**src/rtl/pwm_audio_decoder_pkg.sv**
```systemverilog
// Shared types, constants and the encoder-side bit function for the PWM audio decoder.
package pwm_audio_decoder_pkg;

    typedef enum logic {
        HUNT = 1'b0,
        RUN  = 1'b1
    } state_t;

    // One PWM period spans the full program-address sweep of the synth top.
    localparam int DEFAULT_PERIOD = 100;

    // Bit the encoder emits at position `counter` of a period carrying `sample`.
    function automatic logic encode_bit(input int unsigned sample,
                                        input int unsigned counter,
                                        input logic invert);
        return (sample > counter) ^ invert;
    endfunction

endpackage

```
**src/rtl/pwm_period_counter.sv**
```systemverilog
// Per-period statistics: enabled-bit length, decoded ones, edge count, first/previous bit and polarity.
module pwm_period_counter
    import pwm_audio_decoder_pkg::*;
#(
    parameter int SAMPLE_BITS = 7
) (
    input  logic                   clk,
    input  logic                   rst_n,
    input  logic                   i_enable,
    input  logic                   i_load,
    input  logic                   i_invert,
    input  logic                   i_pwm,
    output logic [SAMPLE_BITS-1:0] o_len,
    output logic [SAMPLE_BITS-1:0] o_ones,
    output logic [1:0]             o_edges,
    output logic                   o_first
);

    localparam logic [SAMPLE_BITS-1:0] CNT_MAX = '1;

    logic [SAMPLE_BITS-1:0] r_len;
    logic [SAMPLE_BITS-1:0] r_ones;
    logic [1:0]             r_edges;
    logic                   r_prev;
    logic                   r_first;
    logic                   r_pol;
    logic                   w_dec;

    // The loading bit already uses the new period's polarity.
    assign w_dec = i_pwm ^ (i_load ? i_invert : r_pol);

    // NOTE: every register here is plain state (no memory array), so all of it is reset.
    always_ff @(posedge clk or negedge rst_n) begin
        if (!rst_n) begin
            r_len   <= '0;
            r_ones  <= '0;
            r_edges <= '0;
            r_prev  <= 1'b0;
            r_first <= 1'b0;
            r_pol   <= 1'b0;
        end else if (i_enable) begin
            // NOTE: sequential state uses non-blocking assignments so every register sees pre-edge values.
            if (i_load) begin
                r_len   <= SAMPLE_BITS'(1);
                r_ones  <= SAMPLE_BITS'(w_dec);
                r_edges <= 2'd0;
                r_prev  <= w_dec;
                r_first <= w_dec;
                r_pol   <= i_invert;
            end else begin
                if (r_len != CNT_MAX)
                    r_len <= r_len + 1'b1;
                if (w_dec && r_ones != CNT_MAX)
                    r_ones <= r_ones + 1'b1;
                if (w_dec != r_prev && r_edges != 2'd3)
                    r_edges <= r_edges + 2'd1;
                r_prev <= w_dec;
            end
        end
    end

    assign o_len   = r_len;
    assign o_ones  = r_ones;
    assign o_edges = r_edges;
    assign o_first = r_first;

endmodule

```
**src/rtl/pwm_audio_decoder.sv**
```systemverilog
// Recovers one unsigned audio sample per PWM period and flags malformed periods.
module pwm_audio_decoder
    import pwm_audio_decoder_pkg::*;
#(
    parameter int PERIOD      = DEFAULT_PERIOD,
    parameter int SAMPLE_BITS = 7
) (
    input  logic                   clk,
    input  logic                   rst_n,
    input  logic                   enable,
    input  logic                   period_start,
    input  logic                   invert,
    input  logic                   pwm_in,
    output logic [SAMPLE_BITS-1:0] sample,
    output logic                   sample_valid,
    output logic                   shape_err,
    output logic                   length_err,
    output logic                   locked
);

    localparam logic [SAMPLE_BITS-1:0] LEN_OK = SAMPLE_BITS'(PERIOD);

    state_t                 r_state;
    logic [SAMPLE_BITS-1:0] r_sample;
    logic                   r_valid;
    logic                   r_shape_err;
    logic                   r_length_err;
    logic                   r_locked;

    logic                   w_close;
    logic [SAMPLE_BITS-1:0] w_len;
    logic [SAMPLE_BITS-1:0] w_ones;
    logic [1:0]             w_edges;
    logic                   w_first;
    logic                   w_len_ok;
    logic                   w_shape_fault;

    assign w_close = enable & period_start;

    pwm_period_counter #(
        .SAMPLE_BITS (SAMPLE_BITS)
    ) u_counter (
        .clk      (clk),
        .rst_n    (rst_n),
        .i_enable (enable),
        .i_load   (w_close),
        .i_invert (invert),
        .i_pwm    (pwm_in),
        .o_len    (w_len),
        .o_ones   (w_ones),
        .o_edges  (w_edges),
        .o_first  (w_first)
    );

    // Saturated lengths never wrap back to PERIOD, so overlength lands here too.
    assign w_len_ok      = (w_len == LEN_OK);
    assign w_shape_fault = (w_edges > 2'd1) || (w_edges == 2'd1 && !w_first);

    always_ff @(posedge clk or negedge rst_n) begin
        if (!rst_n) begin
            r_state      <= HUNT;
            r_sample     <= '0;
            r_valid      <= 1'b0;
            r_shape_err  <= 1'b0;
            r_length_err <= 1'b0;
            r_locked     <= 1'b0;
        end else begin
            r_valid <= 1'b0;
            if (w_close) begin
                case (r_state)
                    HUNT: begin
                        r_state  <= RUN;
                        r_locked <= 1'b1;
                    end
                    RUN: begin
                        if (!w_len_ok) begin
                            r_length_err <= 1'b1;
                        end else if (w_shape_fault) begin
                            r_shape_err <= 1'b1;
                        end else begin
                            r_sample     <= w_ones;
                            r_valid      <= 1'b1;
                            r_shape_err  <= 1'b0;
                            r_length_err <= 1'b0;
                        end
                    end
                    default: r_state <= HUNT;
                endcase
            end
        end
    end

    assign sample       = r_sample;
    assign sample_valid = r_valid;
    assign shape_err    = r_shape_err;
    assign length_err   = r_length_err;
    assign locked       = r_locked;

endmodule

```
**config.mk**
```make
export PLATFORM = sky130hd
export DESIGN_NAME = pwm_audio_decoder
export DESIGN_NICKNAME = d
export VERILOG_FILES = /design/src/rtl/pwm_audio_decoder_pkg.sv /design/src/rtl/pwm_period_counter.sv /design/src/rtl/pwm_audio_decoder.sv
export SDC_FILE = /design/constraint.sdc
export NUM_CORES = 1
export LEC_CHECK = 0
export ABC_AREA = 1
export BUFFER_PORTS_ARGS = -buffer_cell sky130_fd_sc_hd__buf_2
export CORE_ASPECT_RATIO = 0.9
export CORE_MARGIN = 4
export CORE_UTILIZATION = 50
export CTS_CLUSTER_DIAMETER = 60
export DETAILED_ROUTE_END_ITERATION = 7
export GPL_TIMING_DRIVEN = 0
export PLACE_DENSITY = 0.78
export RECOVER_POWER = 100
export SLEW_MARGIN = 10
export SYNTH_ARGS = -nofsm -noshare
export SYNTH_HDL_FRONTEND = slang
export SYNTH_HIERARCHICAL = 1
export SYNTH_SLANG_ARGS = --single-unit
```
**constraint.sdc**
```tcl
create_clock -name clk -period 2.4 [get_ports clk]
set_clock_uncertainty 0.2 [all_clocks]
set_input_delay 0 -clock clk [delete_from_list [all_inputs] [get_ports clk]]
set_output_delay 0 -clock clk [all_outputs]
set_load 0.005 [all_outputs]
```
* Word level (Yosys, flattened, before mapping)
Index checks and enable logic that the tools add are counted.
Storage, ports and cells: bits in registers 31, input bits 6, output and inout bits 11
Operators by class: add/subtract/negate cells 3, magnitude comparators 1, eq/ne operators 7, multiplexer cells 14, bitwise gates (word level) 4, reductions and logical operators 16
Operators by type and width (number):
- 2-to-1 mux 7 bit | 4
- adder 7 x 1 -> 7 bit (second input constant) | 2
- != test 7 bit (second input constant) | 2
- AND reduction 2 bit | 5
- 2-to-1 mux 1 bit | 8
- == test 7 bit (second input constant) | 1
- AND reduction 3 bit | 2
- nonzero test 2 bit | 3
- 2-to-1 mux 2 bit | 2
- != test 2 bit (second input constant) | 2
- AND reduction 4 bit | 1
- logical AND 1 bit | 3
- adder 2 x 1 -> 2 bit (second input constant) | 1
- == test 2 x 1 -> 1 bit (second input constant) | 1
- greater-than comparator 2 x 1 -> 1 bit (second input constant) | 1
- NOT 1 bit | 2
- AND 1 bit | 1
- logical NOT 1 bit | 1
- logical OR 1 bit | 1
- != test 1 bit | 1
- bitwise XOR 1 bit | 1

* Depth between registers and ports, before layout
Gate-level depths: netlist of the first run.
word-level depth 7, depth in mapped cells 10, mapped depth without buffers 10

* By module
Netlist of the first run, hierarchy kept.
By module, submodules not included:
- pwm_period_counter | instances 1, cells an instance 145, area each 1116.1 um2, sequential area each 475.5 um2
- pwm_audio_decoder | instances 1, cells an instance 64, area each 580.6 um2, sequential area each 300.3 um2

* Least setup slack after synthesis of the first run
Ideal clock, no wire load.
kind register -> register, from register u_counter.r_len[0] (netlist: u_counter/o_len[0]), to register u_counter.r_len[2] (netlist: u_counter/o_len[2]), library setup time 0.121 ns, arrival 1.257 ns, data required time 2.079 ns, slack 0.822 ns, stages on the path, launching flop included 9, cell sequence dfrtp_1 ha_1 nand2_1 nor2_2 nand3_1 nand2_2 buf_6 o21ai_2 nor2_2
Between the ends: word-level cells in the longest chain between the ends 3, elaborated cells on any way between the ends 6
Ends and longest elaborated chain:
- start, declared | RTL line pwm_period_counter.sv:21 | logic [SAMPLE_BITS-1:0] r_len;
- start signal, assigned | RTL line pwm_period_counter.sv:52 | r_len <= r_len + 1'b1;
- adder 7 x 1 -> 7 bit or != test 7 bit (tied branches) | RTL line pwm_period_counter.sv:52, pwm_period_counter.sv:51
- 2-to-1 mux 7 bit or nonzero test 2 bit (tied branches)
- 2-to-1 mux 7 bit or AND reduction 2 bit (tied branches)
Parallel ways exist; a longest one is shown, timed or not. The select of a mux whose other input is x is not followed. A chain may end at the register's enable or synchronous reset.

* Worst setup path after layout of the first run
from input enable, to register u_counter.r_edges[0] (netlist: u_counter/o_edges[0])
Between the ends: word-level cells in the longest chain between the ends 7, elaborated cells on any way between the ends 8
Ends and longest elaborated chain:
- start, declared | RTL line pwm_audio_decoder.sv:10 | input logic enable,
- AND 1 bit * | RTL line pwm_audio_decoder.sv:38 | assign w_close = enable & period_start;
- via w_close | RTL line pwm_audio_decoder.sv:30 | logic w_close;
- 2-to-1 mux 1 bit
- bitwise XOR 1 bit | RTL line pwm_period_counter.sv:30 | assign w_dec = i_pwm ^ (i_load ? i_invert : r_pol);
- != test 1 bit | RTL line pwm_period_counter.sv:55 | if (w_dec != r_prev && r_edges != 2'd3)
- logical AND 1 bit | RTL line pwm_period_counter.sv:55
- nonzero test 2 bit (no line)
- AND reduction 2 bit (no line)
- end signal, assigned | RTL line pwm_period_counter.sv:56 | r_edges <= r_edges + 2'd1;
- end, declared | RTL line pwm_period_counter.sv:23 | logic [1:0] r_edges;
The timed path passes the listed nets; every way through them passes the cells marked *.

==> flow_metrics.env, run 1 <==
export IMPL_hold_violations=0
export IMPL_period_share_pct=78.35
export IMPL_reg2reg_to="u_counter/o_len[0]"
export IMPL_cp_endpoint="u_counter/o_edges[0]"
export IMPL_crit_required_ns=2.37
export IMPL_grt_max_degree=32
export IMPL_nFillCells=268
export IMPL_routedWlPerCell_um=11.98
export IMPL_clk_latency_ns=0.28
export IMPL_max_freq_ghz=0.5318
export IMPL_start_util_pct=53.66
export IMPL_postLayoutSetupSlackWorst_ns=0.5195
export IMPL_startpoint="enable"
export IMPL_fp_dieArea_um2=4390
export IMPL_drtAntennaViolNets=0
export IMPL_yosysUniqueCellTypes=27
export IMPL_drc=0
export IMPL_cts_root_buf="clkbuf_8"
export IMPL_crit_fanout=10
export IMPL_fin_area_um2=1982
export IMPL_tns_ns=0
export IMPL_die_height_um=63.26
export IMPL_rsz0062_at_grt="false"
export IMPL_grt_remaining_overflow=0
export IMPL_avgSynthCellArea_um2=8.118
export IMPL_endpoint_kind="flop"
export IMPL_relSlewSlack_pct=55.53
export IMPL_synth_area_leaders="dfrtp_1 (46%), nand2_1 (14%), nand3_1 (6.8%)"
export IMPL_reg2reg_from="u_counter/o_len[0]"
export IMPL_postSynthCellCount=209
export IMPL_cp_start_kind="input pin"
export IMPL_irDropWorstVdd_mv=0.5427
export IMPL_io_pins=17
export IMPL_viasPerCell=5.039
export IMPL_whs_ns=0.08797
export IMPL_cp_cell_sequence="dlygate4sd3_1, clkbuf_1, nand2_1, inv_1, clkbuf_1, nand2_2, buf_2, nand3_1, nand2_1"
export IMPL_cts_tree="done"
export IMPL_path_buf_inv=5
export IMPL_power_leakage_nw=1.034
export IMPL_max_stage_delay_ns=0.53
export IMPL_drive_gt1_share_pct=17.15
export IMPL_preCtsSetupSlack_ns=0.6657
export IMPL_synth_seq_cells=31
export IMPL_postPlaceCellArea_um2=1829
export IMPL_clk_pin_slew_ns=0.07
export IMPL_fp_coreArea_um2=3162
export IMPL_slew_viol_final=0
export IMPL_stdcell_count=281
export IMPL_cp_data_arrival_time_ns=1.85
export IMPL_period_minus_slack_ns=1.880
export IMPL_power_mw=1.563
export IMPL_syn_cell_area_um2=1697
export IMPL_cts_buffers_inserted=5
export IMPL_clk_path_buf_depth=2
export IMPL_hpwl_um=2317
export IMPL_hold_buffers=6
export IMPL_synth_top_area_share_pct=45.72
export IMPL_clkSinkCount=31
export IMPL_outcome="finished, final reports clean"
export IMPL_rows=19
export IMPL_critical_path_top_delay_family="buffers and inverters"
export IMPL_area_delta_synth_final_pct=16.81
export IMPL_placed_cells=267
export IMPL_cts_resized=0
export IMPL_post_cts_buffers=0
export IMPL_routabilityCongestion=0.8105
export IMPL_via_count=1416
export IMPL_die_x_um=69.40
export IMPL_worstSetupPathType="in2reg"
export IMPL_worstMarginPinSlew_ns=0.6670
export IMPL_syn_nets=218
export IMPL_antenna_found_initial=0
export IMPL_setup_viol=0
export IMPL_drt_total_wl_um=3366
export IMPL_drt_iter0_markers=114
export IMPL_h_tree_depth=2
export IMPL_reg2reg_setup_slack_ns=0.62
export IMPL_final_util_pct=62.68
export IMPL_reg2reg_depth=7
export IMPL_grt_pass1_vias=1389
export IMPL_antenna_cells=0
export IMPL_synth_top_area_cell="dfrtp_1"
export IMPL_firstDrtPassIters=4
export IMPL_cp_slowest_cell="dlygate4sd3_1"
export IMPL_place_port_buffers=16
export IMPL_grt_util_all_layers_pct=17.54
export IMPL_grt_pass1_wl_um=6196
export IMPL_powerDensity_nw_per_um2=788.6
export IMPL_cp_depth=9
export IMPL_yosysSeqAreaShare_pct=45.72
export IMPL_yosysWarningCount=6
export IMPL_hold_path_class="in2async"
export IMPL_layout_nets=247
export IMPL_maxCapViolations=0
power by group:
group	leakage, nW	switching [mW]	internal, mW	total (mW)
Combinational	0.567	0.203	0.135	0.338
Sequential	0.405	0.105	0.593	0.698
Clock	0.0612	0.192	0.336	0.527
Total	1.03	0.500	1.06	1.56
cell usage after synthesis, drive strengths merged:
cell type   n
dfrtp      31
a31oi       1
nor2       14
nor3b       2
xnor2       1
a21oi       3
o21ai      12
a31o        1
buf         4
o21bai      3
nand3      28
inv        25
nor3        1
nand2      70
nand4      10
ha          3
cells by family after synthesis:
logic type      Yosys count  synth area share [%]
buf+inv                  29                 7.079
flops                    31                 45.72
xor+xnor                  1                0.5163
simple gates            125                 36.95
fa+ha+maj                 3                 2.213
compound gates           20                 7.523
sequential cells by signal, summed over array words and instances, names as in the netlist:
| register | cells |
|---|---|
| locked | 1 |
| u_counter/o_len | 7 |
| length_err | 1 |
| u_counter/o_first | 1 |
| u_counter/r_pol | 1 |
| r_state | 1 |
| sample | 7 |
| u_counter/o_edges | 2 |
| u_counter/o_ones | 7 |
| sample_valid | 1 |
| u_counter/r_prev | 1 |
| shape_err | 1 |
cell type report:
type	count	area [um2]	area share, %
plain buffers	4	25.02	1.263
flip-flops and latches	31	775.7	39.14
clock inverters	2	35.03	1.768
repair buffers	22	133.9	6.755
inverters	25	93.84	4.735
multi-input cells	149	783.3	39.52
clock buffers	6	82.58	4.167
well taps	42	52.55	2.652
cells in the final DEF, fill, tap and decap left out, drive strengths merged:
cell type    instances
a21oi                3
a31o                 1
a31oi                1
buf                 14
bufinv               1
clkbuf              12
clkinv               1
dfrtp               31
dlygate4sd3          6
ha                   3
inv                 25
nand2               70
nand3               28
nand4               10
nor2                14
nor3                 1
nor3b                2
o21ai               12
o21bai               3
xnor2                1
metal layers:
| metal | wire, um | track usage (%) | part of all wire (%) | vias to the layer above |
|---|---|---|---|---|
| met4 | 62 | 6.585 | 1.8 | 0 |
| met3 | 168 | 4.769 | 5.0 | 6 |
| li1 | - | - | - | 737 |
| met1 | 1617 | 22.13 | 48 | 637 |
| met2 | 1517 | 28.69 | 45 | 36 |
| met5 | 0 | 0 | 0 | - |
worst reg2reg max path: stages (launching register included):
cell     delay (ns)
dfrtp_1        0.48
ha_1           0.27
nand2_1        0.10
nor2_1         0.16
nand3_1        0.12
nand2_2        0.10
buf_6          0.13
o21ai_0        0.08
worst min path at each step:
| stage | to | slack, ns | cells past startpoint |
|---|---|---|---|
| after global routing | u_counter/o_ones[0] | 0.16 | 2 |
| after global placement | u_counter/r_pol | -0.13 | 1 |
| after CTS | u_counter/o_first | 0.11 | 2 |
| after detailed placement | u_counter/r_pol | -0.13 | 1 |
| after floorplan | length_err | -0.50 | 0 |
| final | u_counter/o_first | 0.09 | 2 |
Note: power is estimated with default switching activity, not from simulation.
==> run 2: changes to the inputs <==
Settings changed: ABC_AREA 1 to 0, PLACE_DENSITY 0.78 to 0.79.
Clock period 2.4 ns to 1.9 ns, I/O delays scaled along.
==> run 2 against run 1 <==
Effect of this change: the run now ends with setup timing left; synthesized cell count shrank 31%; sequential cell count is the same; final cell count shrank 24%; utilization shrank 2.0 points; via count shrank 12%; critical path depth shrank 5; setup slack lost 0.70 ns; register-to-register slack lost 0.81 ns; largest cell class unchanged; largest power group unchanged.
==> flow_metrics.env, run 2 <==
export IMPL_area_delta_synth_final_pct=15.17
export IMPL_synth_common_cells="dfrtp_1 (31), nand2_1 (14), inv_1 (7), mux2_4 (7), nor2_1 (7)"
export IMPL_drt_iter0_markers=70
export IMPL_rows=19
export IMPL_cts_tree="done"
export IMPL_maxCapViolations=0
export IMPL_cts_buffers_inserted=5
export IMPL_period_minus_slack_ns=2.085
export IMPL_yosysSeqAreaShare_pct=47.99
export IMPL_syn_cell_area_um2=1617
export IMPL_viasPerCell=5.836
export IMPL_placed_cells=202
export IMPL_synth_most_common_cell="dfrtp_1"
export IMPL_slew_viol_final=0
export IMPL_nFillCells=272
export IMPL_sw_frac_of_total_pct=34.55
export IMPL_clkSinkCount=31
export IMPL_drc=0
export IMPL_fin_area_um2=1862
export IMPL_routabilityCongestion=0.8620
export IMPL_routedWlPerCell_um=14.84
export IMPL_period_share_pct=109.7
export IMPL_combPwrFrac_pct=30.0
export IMPL_io_pins=17
export IMPL_cts_root_buf="clkbuf_4"
export IMPL_worstSetupPathType="reg2reg"
export IMPL_grt_max_degree=32
export IMPL_cp_start_kind="flop"
export IMPL_power_mw=1.865
export IMPL_firstDrtPassIters=4
export IMPL_layout_commonest_cell="dfrtp_1"
export IMPL_yosysWarningCount=6
export IMPL_synth_seq_cells=31
export IMPL_via_count=1243
export IMPL_stdcell_count=213
export IMPL_postLayoutSetupSlackWorst_ns=-0.1851
export IMPL_drtAntennaViolNets=0
export IMPL_antenna_cells=0
export IMPL_fp_coreArea_um2=3067
export IMPL_die_height_um=61.94
export IMPL_outcome="complete, but fails checks"
export IMPL_synth_top_family_by_area="simple AND/OR/NAND/NOR gates"
export IMPL_internal_power_mw=1.220
export IMPL_drt_total_wl_um=3161
export IMPL_synth_area_leaders="dfrtp_1 (48%), mux2_4 (6.5%), mux2_2 (3.5%)"
export IMPL_grt_util_all_layers_pct=17.22
export IMPL_worstMarginPinSlew_ns=0.7532
export IMPL_postPlaceCellArea_um2=1749
export IMPL_antenna_found_initial=0
export IMPL_die_x_um=67.94
export IMPL_endpoint_kind="flop"
export IMPL_p_clk_share_pct=17.8
export IMPL_fp_dieArea_um2=4208
export IMPL_layout_common_cells="dfrtp_1 (28), nand2_1 (14), buf_2 (11)"
export IMPL_irDropWorstVdd_mv=0.6501
export IMPL_syn_nets=153
export IMPL_power_share_sequential_pct=52.2
export IMPL_yosysUniqueCellTypes=51
export IMPL_grt_pass1_vias=1139
export IMPL_synthArstFlopShare_pct=100.0
export IMPL_powerDensity_nw_per_um2=1002
export IMPL_synth_ff_type="dfrtp_1"
export IMPL_avgSynthCellArea_um2=11.23
export IMPL_clk_latency_ns=0.32
export IMPL_hold_violations=0
export IMPL_crit_fanout=8
export IMPL_reg2reg_setup_slack_ns=-0.19
export IMPL_clk_path_buf_depth=2
export IMPL_hpwl_um=2148
export IMPL_grt_remaining_overflow=0
export IMPL_drive_gt1_share_pct=28.07
export IMPL_cp_data_arrival_time_ns=2.09
export IMPL_preCtsSetupSlack_ns=-0.3044
export IMPL_netSwitchingPower_mw=0.6443
export IMPL_postSynthCellCount=144
export IMPL_h_tree_depth=2
export IMPL_clk_pin_slew_ns=0.09
export IMPL_layout_nets=181
export IMPL_muxShareOfSynthArea_pct=12.07
export IMPL_crit_required_ns=1.91
export IMPL_synth_compound_area_share_pct=13.47
export IMPL_synth_simple_gate_area_share_pct=17.41
export IMPL_synth_edf_count=0
export IMPL_start_util_pct=52.71
export IMPL_rsz0062_at_grt="true"
export IMPL_hold_path_class="in2reg"
export IMPL_place_port_buffers=16
export IMPL_synth_xor_area_share_pct=3.483
export IMPL_max_freq_ghz=0.4796
export IMPL_synth_top_area_share_pct=47.99
export IMPL_grt_pass1_wl_um=5216
export IMPL_relSlewSlack_pct=49.79
export IMPL_failed_checks="setup timing"
export IMPL_power_leakage_nw=0.8606
export IMPL_synth_fa_ha_area_share_pct=2.322
export IMPL_synth_top_area_cell="dfrtp_1"
export IMPL_tns_ns=-1.506
export IMPL_setup_viol=10
==> run 2: cell types whose count changed after synthesis, sizes merged, moves of 5 or more <==
cell	delta
nor2	-7
nand3	-24
o311ai	+5
nand2	-56
nand4	-9
mux2	+12
inv	-18
o21ai	-9
==> run 2: critical path, cell delays in order, from the launching register on <==
cell      delay (ns)
dfrtp_1         0.39
nand4b_1        0.18
or4_4           0.44
or3_4           0.44
mux2_4          0.32
==> run 2: worst paths after layout <==
path	startpoint	to	depth (start not counted)
max in group asynchronous	rst_n	u_counter/o_len[2]	2
setup / recovery	u_counter/o_len[4]	sample[3]	4
setup reg to reg	u_counter/o_len[4]	sample[3]	4
min in group asynchronous	rst_n	u_counter/o_len[5]	2
hold / removal	pwm_in	u_counter/r_prev	4
hold reg to reg	locked	locked	1
==> run 2: cells by family after synthesis <==
| logic type | count (synthesis) |
|---|---|
| AND/OR/NAND/NOR | 50 |
| flip-flops | 31 |
| AO/OA/AOI/OAI | 29 |
| multiplexers | 15 |
| buffers and inverters | 12 |
| XOR/XNOR | 4 |
| adder cells (fa/ha/maj) | 3 |
==> run 2: metal layers <==
layer | global-route usage, % | vias to the layer above | share of wire [%]
met1 | 21.37 | 606 | 44
met5 | 0 | - | 0
met2 | 28.02 | 43 | 48
met3 | 4.496 | 5 | 6.1
met4 | 8.782 | 0 | 1.4
li1 | - | 589 | -
==> run 2: cell type report <==
class                           instances  area, um2  share of cell area [%]
Buffer                                  2      7.507                  0.4032
Sequential cell                        31      779.5                   41.87
Inverter                                8      30.03                   1.613
Timing Repair Buffer                   23      131.4                   7.056
Tap cell                               42      52.55                   2.823
Clock buffer                            6      41.29                   2.218
Multi-Input combinational cell        101      819.5                   44.02
==> run 2: power by group through the flow <==
stage / clock [mW] / combinational [mW] / sequential [mW]
after detailed placement: 0 / 0.517 / 0.981
after CTS: 0.347 / 0.551 / 0.966
after global placement: 0 / 0.487 / 0.972
after global routing: 0.373 / 0.633 / 0.994
after floorplan: 0 / 0.410 / 0.940
final: 0.332 / 0.559 / 0.974
==> run 2: what timing repair did <==
item                                    in CTS  in global routing
endpoints found under the hold margin       43                  0
resized for setup                            4                  9
pin swaps                                    0                  1
hold buffers                                 3                  0
setup buffers                                2                  2
endpoints found under the setup margin      11                 14
==> run 2: stage by stage <==
| step | hold WS [ns] | utilization (%) |
|---|---|---|
| after CTS | 0.006175 | 60.14 |
| after global placement | -0.1274 | 57.04 |
| after detailed placement | -0.1210 | 57.04 |
| final | 0.02054 | 60.71 |
| after global routing | 0.06914 | 60.71 |
| after floorplan | -0.4956 | - |
